===== src/rtl/led_pio_blink_pkg.sv =====
// Shared constants for the LED PIO: Avalon register word addresses.
package led_pio_pkg;

  localparam logic [2:0] ADDR_DATA      = 3'd0;
  localparam logic [2:0] ADDR_MODE      = 3'd1;
  localparam logic [2:0] ADDR_PERIOD    = 3'd2;
  localparam logic [2:0] ADDR_STATUS    = 3'd3;
  localparam logic [2:0] ADDR_OUTSET    = 3'd4;
  localparam logic [2:0] ADDR_OUTCLEAR  = 3'd5;
  localparam logic [2:0] ADDR_OUTTOGGLE = 3'd6;

  // Avalon write strobe: selected and write_n low.
  function automatic logic wr_strobe(input logic cs, input logic wn);
    return cs && !wn;
  endfunction

endpackage


===== src/rtl/led_pio_blink_if.sv =====
// Avalon-MM slave bus for the LED PIO (3-bit word address, 32-bit data).
interface led_pio_blink_if;
  logic [2:0]  address;
  logic        chipselect;
  logic        write_n;
  logic [31:0] writedata;
  logic [31:0] readdata;

  modport master (
    output address, chipselect, write_n, writedata,
    input  readdata
  );

  modport slave (
    input  address, chipselect, write_n, writedata,
    output readdata
  );
endinterface


===== src/rtl/led_pio_blink_prescaler.sv =====
// Shared blink prescaler: phase toggles every PERIOD+1 cycles; restart
// clears counter and phase, taking priority over a terminal-count toggle.
module blink_prescaler #(
  parameter int unsigned PERIOD_W = 24
) (
  input  logic                clk,
  input  logic                reset_n,
  input  logic [PERIOD_W-1:0] period,
  input  logic                restart,
  output logic                phase
);

  logic [PERIOD_W-1:0] cnt_q, cnt_d;
  logic                phase_q, phase_d;

  // Next counter/phase: restart wins, then terminal count, else increment.
  always_comb begin
    cnt_d   = cnt_q;
    phase_d = phase_q;
    if (restart) begin
      cnt_d   = '0;
      phase_d = 1'b0;
    end else if (cnt_q == period) begin
      cnt_d   = '0;
      phase_d = ~phase_q;
    end else begin
      cnt_d = cnt_q + PERIOD_W'(1);
    end
  end

  // Counter and phase registers with synchronous active-low reset.
  always_ff @(posedge clk) begin
    if (!reset_n) begin
      cnt_q   <= '0;
      phase_q <= 1'b0;
    end else begin
      cnt_q   <= cnt_d;
      phase_q <= phase_d;
    end
  end

  assign phase = phase_q;

endmodule


===== src/rtl/led_pio_blink.sv =====
// Avalon-MM LED output PIO with atomic set/clear/toggle aliases and a
// per-channel blink mode driven by one shared prescaler phase.
module led_pio_blink
  import led_pio_pkg::*;
#(
  parameter int unsigned       WIDTH          = 3,
  parameter int unsigned       PERIOD_W       = 24,
  parameter logic [WIDTH-1:0]  RESET_VALUE    = '0,
  parameter int unsigned       DEFAULT_PERIOD = 12499999
) (
  input  logic             clk,
  input  logic             reset_n,
  led_pio_blink_if.slave   avs,
  output logic [WIDTH-1:0] out_port
);

  logic [WIDTH-1:0]    data_q, data_d;
  logic [WIDTH-1:0]    mode_q, mode_d;
  logic [PERIOD_W-1:0] period_q, period_d;
  logic [WIDTH-1:0]    out_q, out_d;
  logic                phase;
  logic                we;
  logic                restart;
  logic [WIDTH-1:0]    wd_c;
  logic [31:0]         rdata_c;
  logic                unused_wd;

  assign we        = wr_strobe(avs.chipselect, avs.write_n);
  assign wd_c      = avs.writedata[WIDTH-1:0];
  assign unused_wd = ^avs.writedata;
  assign restart   = we && (avs.address == ADDR_PERIOD);

  blink_prescaler #(
    .PERIOD_W(PERIOD_W)
  ) u_prescaler (
    .clk     (clk),
    .reset_n (reset_n),
    .period  (period_q),
    .restart (restart),
    .phase   (phase)
  );

  // Register-file write decode, including the atomic DATA aliases.
  always_comb begin
    data_d   = data_q;
    mode_d   = mode_q;
    period_d = period_q;
    if (we) begin
      unique case (avs.address)
        ADDR_DATA:      data_d   = wd_c;
        ADDR_MODE:      mode_d   = wd_c;
        ADDR_PERIOD:    period_d = avs.writedata[PERIOD_W-1:0];
        ADDR_OUTSET:    data_d   = data_q | wd_c;
        ADDR_OUTCLEAR:  data_d   = data_q & ~wd_c;
        ADDR_OUTTOGGLE: data_d   = data_q ^ wd_c;
        default:        ;
      endcase
    end
  end

  // Output drive: blinking channels are gated by the shared phase.
  always_comb begin
    out_d = data_q & (~mode_q | {WIDTH{phase}});
  end

  // Register file and LED output flops.
  always_ff @(posedge clk) begin
    if (!reset_n) begin
      data_q   <= RESET_VALUE;
      mode_q   <= '0;
      period_q <= PERIOD_W'(DEFAULT_PERIOD);
      out_q    <= RESET_VALUE;
    end else begin
      data_q   <= data_d;
      mode_q   <= mode_d;
      period_q <= period_d;
      out_q    <= out_d;
    end
  end

  // Zero-wait-state read mux; unreadable addresses return zero.
  always_comb begin
    rdata_c = '0;
    unique case (avs.address)
      ADDR_DATA:   rdata_c[WIDTH-1:0]    = data_q;
      ADDR_MODE:   rdata_c[WIDTH-1:0]    = mode_q;
      ADDR_PERIOD: rdata_c[PERIOD_W-1:0] = period_q;
      ADDR_STATUS: rdata_c[0]            = phase;
      default:     ;
    endcase
  end

  assign avs.readdata = rdata_c;
  assign out_port     = out_q;

endmodule


===== src/flat_wrapper.sv =====
// flat-port wrapper written by rule: the top's interface ports become plain ports
module led_pio_blink_flat import led_pio_pkg::*;
#(
  parameter int unsigned       WIDTH          = 3,
  parameter int unsigned       PERIOD_W       = 24,
  parameter logic [WIDTH-1:0]  RESET_VALUE    = '0,
  parameter int unsigned       DEFAULT_PERIOD = 12499999
)
  (clk, reset_n, out_port, avs_address, avs_chipselect, avs_write_n, avs_writedata, avs_readdata);
  led_pio_blink_if avs_i ();
  input  logic clk;
  input  logic reset_n;
  output logic [WIDTH-1:0] out_port;
  input wire logic [$bits(avs_i.address)-1:0] avs_address;
  input wire logic [$bits(avs_i.chipselect)-1:0] avs_chipselect;
  input wire logic [$bits(avs_i.write_n)-1:0] avs_write_n;
  input wire logic [$bits(avs_i.writedata)-1:0] avs_writedata;
  output wire logic [$bits(avs_i.readdata)-1:0] avs_readdata;
  assign avs_i.address = avs_address;
  assign avs_i.chipselect = avs_chipselect;
  assign avs_i.write_n = avs_write_n;
  assign avs_i.writedata = avs_writedata;
  assign avs_readdata = avs_i.readdata;
  led_pio_blink #(.WIDTH(WIDTH), .PERIOD_W(PERIOD_W), .RESET_VALUE(RESET_VALUE), .DEFAULT_PERIOD(DEFAULT_PERIOD)) u_core (.clk(clk), .reset_n(reset_n), .avs(avs_i), .out_port(out_port));
endmodule

===== config.mk =====
export PLATFORM = sky130hd
export DESIGN_NAME = led_pio_blink_flat
export DESIGN_NICKNAME = d
export VERILOG_FILES = /design/src/rtl/led_pio_blink_pkg.sv /design/src/rtl/led_pio_blink_if.sv /design/src/rtl/led_pio_blink_prescaler.sv /design/src/rtl/led_pio_blink.sv /design/src/flat_wrapper.sv
export SDC_FILE = /design/constraint.sdc
export NUM_CORES = 1
export LEC_CHECK = 0
export CAP_MARGIN = 20
export CORE_ASPECT_RATIO = 0.9
export CORE_MARGIN = 5
export CORE_UTILIZATION = 40
export DETAILED_ROUTE_END_ITERATION = 6
export PLACE_DENSITY = 0.75
export SLEW_MARGIN = 20
export SYNTH_ARGS = -nofsm -noshare
export SYNTH_HDL_FRONTEND = slang
export SYNTH_HIERARCHICAL = 1
export SYNTH_SLANG_ARGS = --single-unit

===== constraint.sdc =====
create_clock -name clk -period 1.8 [get_ports clk]
set_clock_uncertainty 0.15 [all_clocks]
set_input_delay 0.18 -clock clk [delete_from_list [all_inputs] [get_ports clk]]
set_output_delay 0.18 -clock clk [all_outputs]
set_load 0.05 [all_outputs]

==> run metrics <==
final worst-path cycle share=100.3%; P_leak=1.967 nW; number of I/O pins=74; Yosys reg bits=58; worst hold slack=0.2420 ns; share of cells above drive strength 1=25.97%; Synth Area per Inst=8.243 µm²; vias per std cell=5.098; Critical Path Start Type=register; CTS Hold Bufs=0; most frequent cells after synthesis=dfxtp_1, nand2_1, xor2_1; worst path required time=1.88 ns; Worst Path Max Fanout=7; Placed Area=4192 µm²; Initial Util=40.72%; Starting DRT DRC Count=143; worst skew pair latency=0.34 ns; DIE AREA=9451 µm²; post-route cell area=4506 µm²; Syn. warnings=6; violated checks=setup timing; achievable frequency=553.9 MHz; Synth area leader=dfxtp_1; Finish-stage setup viols=5; TritonCTS Buffers=9; Max clock buf depth=2; Final Max Tran Viols=0; initial antenna violation count=0; WL final=8585 µm; Root Driver=clkbuf_8; Synth top area share=38.17%; total grt overflow=0; measured slew at the worst slew-check pin=0.5073 ns; final net count=507; Area contributors post-synth=dfxtp_1, xor2_1, nand2_1; via count=2,865; DRC viols=0; postcts setup bufs=0; largest net degree at the start of global routing=28; Cell Area, Synth=3042 µm²; CTS tree=yes; DR WL/cell=15.28 µm; worst min path class=input port to register; Antenna diodes=0; sequential area share after synthesis=38.17%; count leader, synth=dfxtp_1; Tmin final=1.805 ns; final worst slack=-0.005285 ns; Final Hold Viols=0; first-pass GRT wire length=13,880 µm; Die X=101.9 µm; Post-synth EDFFs=0; CP arrival=1.89 ns; Synth Flop Type=dfxtp_1; global-route usage over all layers=18.94%; Core Region=7470 µm²; max cap viols=0; Netlist cell types=44; # rows=30; first-pass iteration count of the detailed router=5; worst IR drop on VDD=431.4 µV; Worst setup EP type=register; Die Y-Extent=92.73 µm; Final GP Congestion=0.8442; max-slew headroom at the worst pin=66.13%; CTS sink cnt=58; Port-buffer cells=57; H-Tree Depth=3; Cells after Synth=369; synthesis-to-finish area growth=48.13%; CP Class=register to register; vias in the first global route=2,889; outcome=complete, but fails checks; async set-reset flop share out of synthesis=0%; Pwr Density=673.4 nW/µm²; ANT nets after route=0; RSZ-0062 raised after global routing=true; Reg clk slew, reported paths=0.06 ns; hpwl dp=6358 µm
[registers in the layout, indices dropped and copies added (netlist names)]
| name | count |
|---|---|
| u_core/u_prescaler/phase | 1 |
| u_core/data_q | 3 |
| u_core/mode_q | 3 |
| u_core/out_port | 3 |
| u_core/period_q | 24 |
| u_core/u_prescaler/cnt_q | 24 |
[metrics by stage]
stage / utilization [%] / total power, W / setup TNS, ns / setup slack (ns) / instances
global placement: 56.11 / 0.001808 / -3.692 / -0.1289 / 546
global route: 60.32 / 0.003140 / -4.009 / -0.1744 / 562
floorplan: - / 0.001597 / 0 / 0.04412 / 376
finish: 60.32 / 0.003034 / -0.01223 / -0.005285 / 562
detailed placement: 56.11 / 0.001817 / -5.112 / -0.1348 / 546
CTS: 59.33 / 0.003035 / 0 / 0.003959 / 562
[per-layer routing]
layer / track usage [%] / share of wire (%)
met4: 4.262 / 2.2
met2: 32.08 / 49
met3: 5.648 / 7.8
met5: 0 / 0
met1: 23.62 / 41
[area by class of cell]
cell class	count	area (µm²)
fillers	610	2964
multi-input cells	277	1774
repair buffers	100	1190
flip-flops and latches	58	1167
clock buffers	14	162.7
well taps	96	120.1
inverters	15	56.30
clock inverters	2	35.03
[worst paths after layout]
path	startpoint	endpoint	slack [ns]	cells after the start
worst max-delay path	u_core/u_prescaler/cnt_q[12]$_SDFF_PP0_	u_core/u_prescaler/cnt_q[18]$_SDFF_PP0_	-0.005	6
worst min-delay path	avs_writedata[7]	u_core/period_q[7]$_SDFFE_PN0P_	0.24	3
worst min register to register	u_core/mode_q[0]$_SDFFE_PN0P_	u_core/out_port[0]$_SDFF_PN0_	0.32	1
worst max register to register	u_core/u_prescaler/cnt_q[12]$_SDFF_PP0_	u_core/u_prescaler/cnt_q[18]$_SDFF_PP0_	-0.005	6
[power by group]
group          switching, W  internal (W)
logic              0.000253      0.000227
clock network      0.000513      0.000715
registers         0.0000213       0.00131
total              0.000787       0.00225
[critical path, cell delays in order, from the launching register on]
cell	delay, ns
dfxtp_2	0.34
xor2_1	0.16
nor4_2	0.34
nand4_1	0.19
o21ai_2	0.27
buf_6	0.19
nor2_1	0.05
[cells in the final DEF, fill, tap and decap left out, types with 14 or more instances in the layout]
cell type        netlist  routed
nand2_1               55      55
dfxtp_1               58      53
buf_4                  9      37
xor2_1                30      30
clkdlybuf4s50_1        0      28
buf_12                 0      27
nor2_1                27      22
nand3_1               22      22
and3_1                22      20
a21oi_1               15      15
inv_1                 14      14
xnor2_1               14      14
[cells by family (layout without fill, tap and decap cells)]
family / after synthesis / in the layout / share of synthesized area (%)
mux: 7 / 7 / 2.715
compound gates: 35 / 35 / 6.952
fa+ha+maj: 8 / 8 / 3.250
xor+xnor: 44 / 44 / 12.67
flops: 58 / 58 / 38.17
other cells: 1 / 8 / 0.1233
simple gates: 175 / 175 / 28.84
buf+inv: 41 / 131 / 7.281
[what timing repair did]
| item | 4_1_cts | 5_1_grt |
|---|---|---|
| pin swaps | 4 | 12 |
| setup endpoints to repair | 49 | 28 |
| endpoints found under the hold margin | 0 | 0 |
| gates resized for setup | 15 | 19 |
Power figures use the tool's default switching activity.
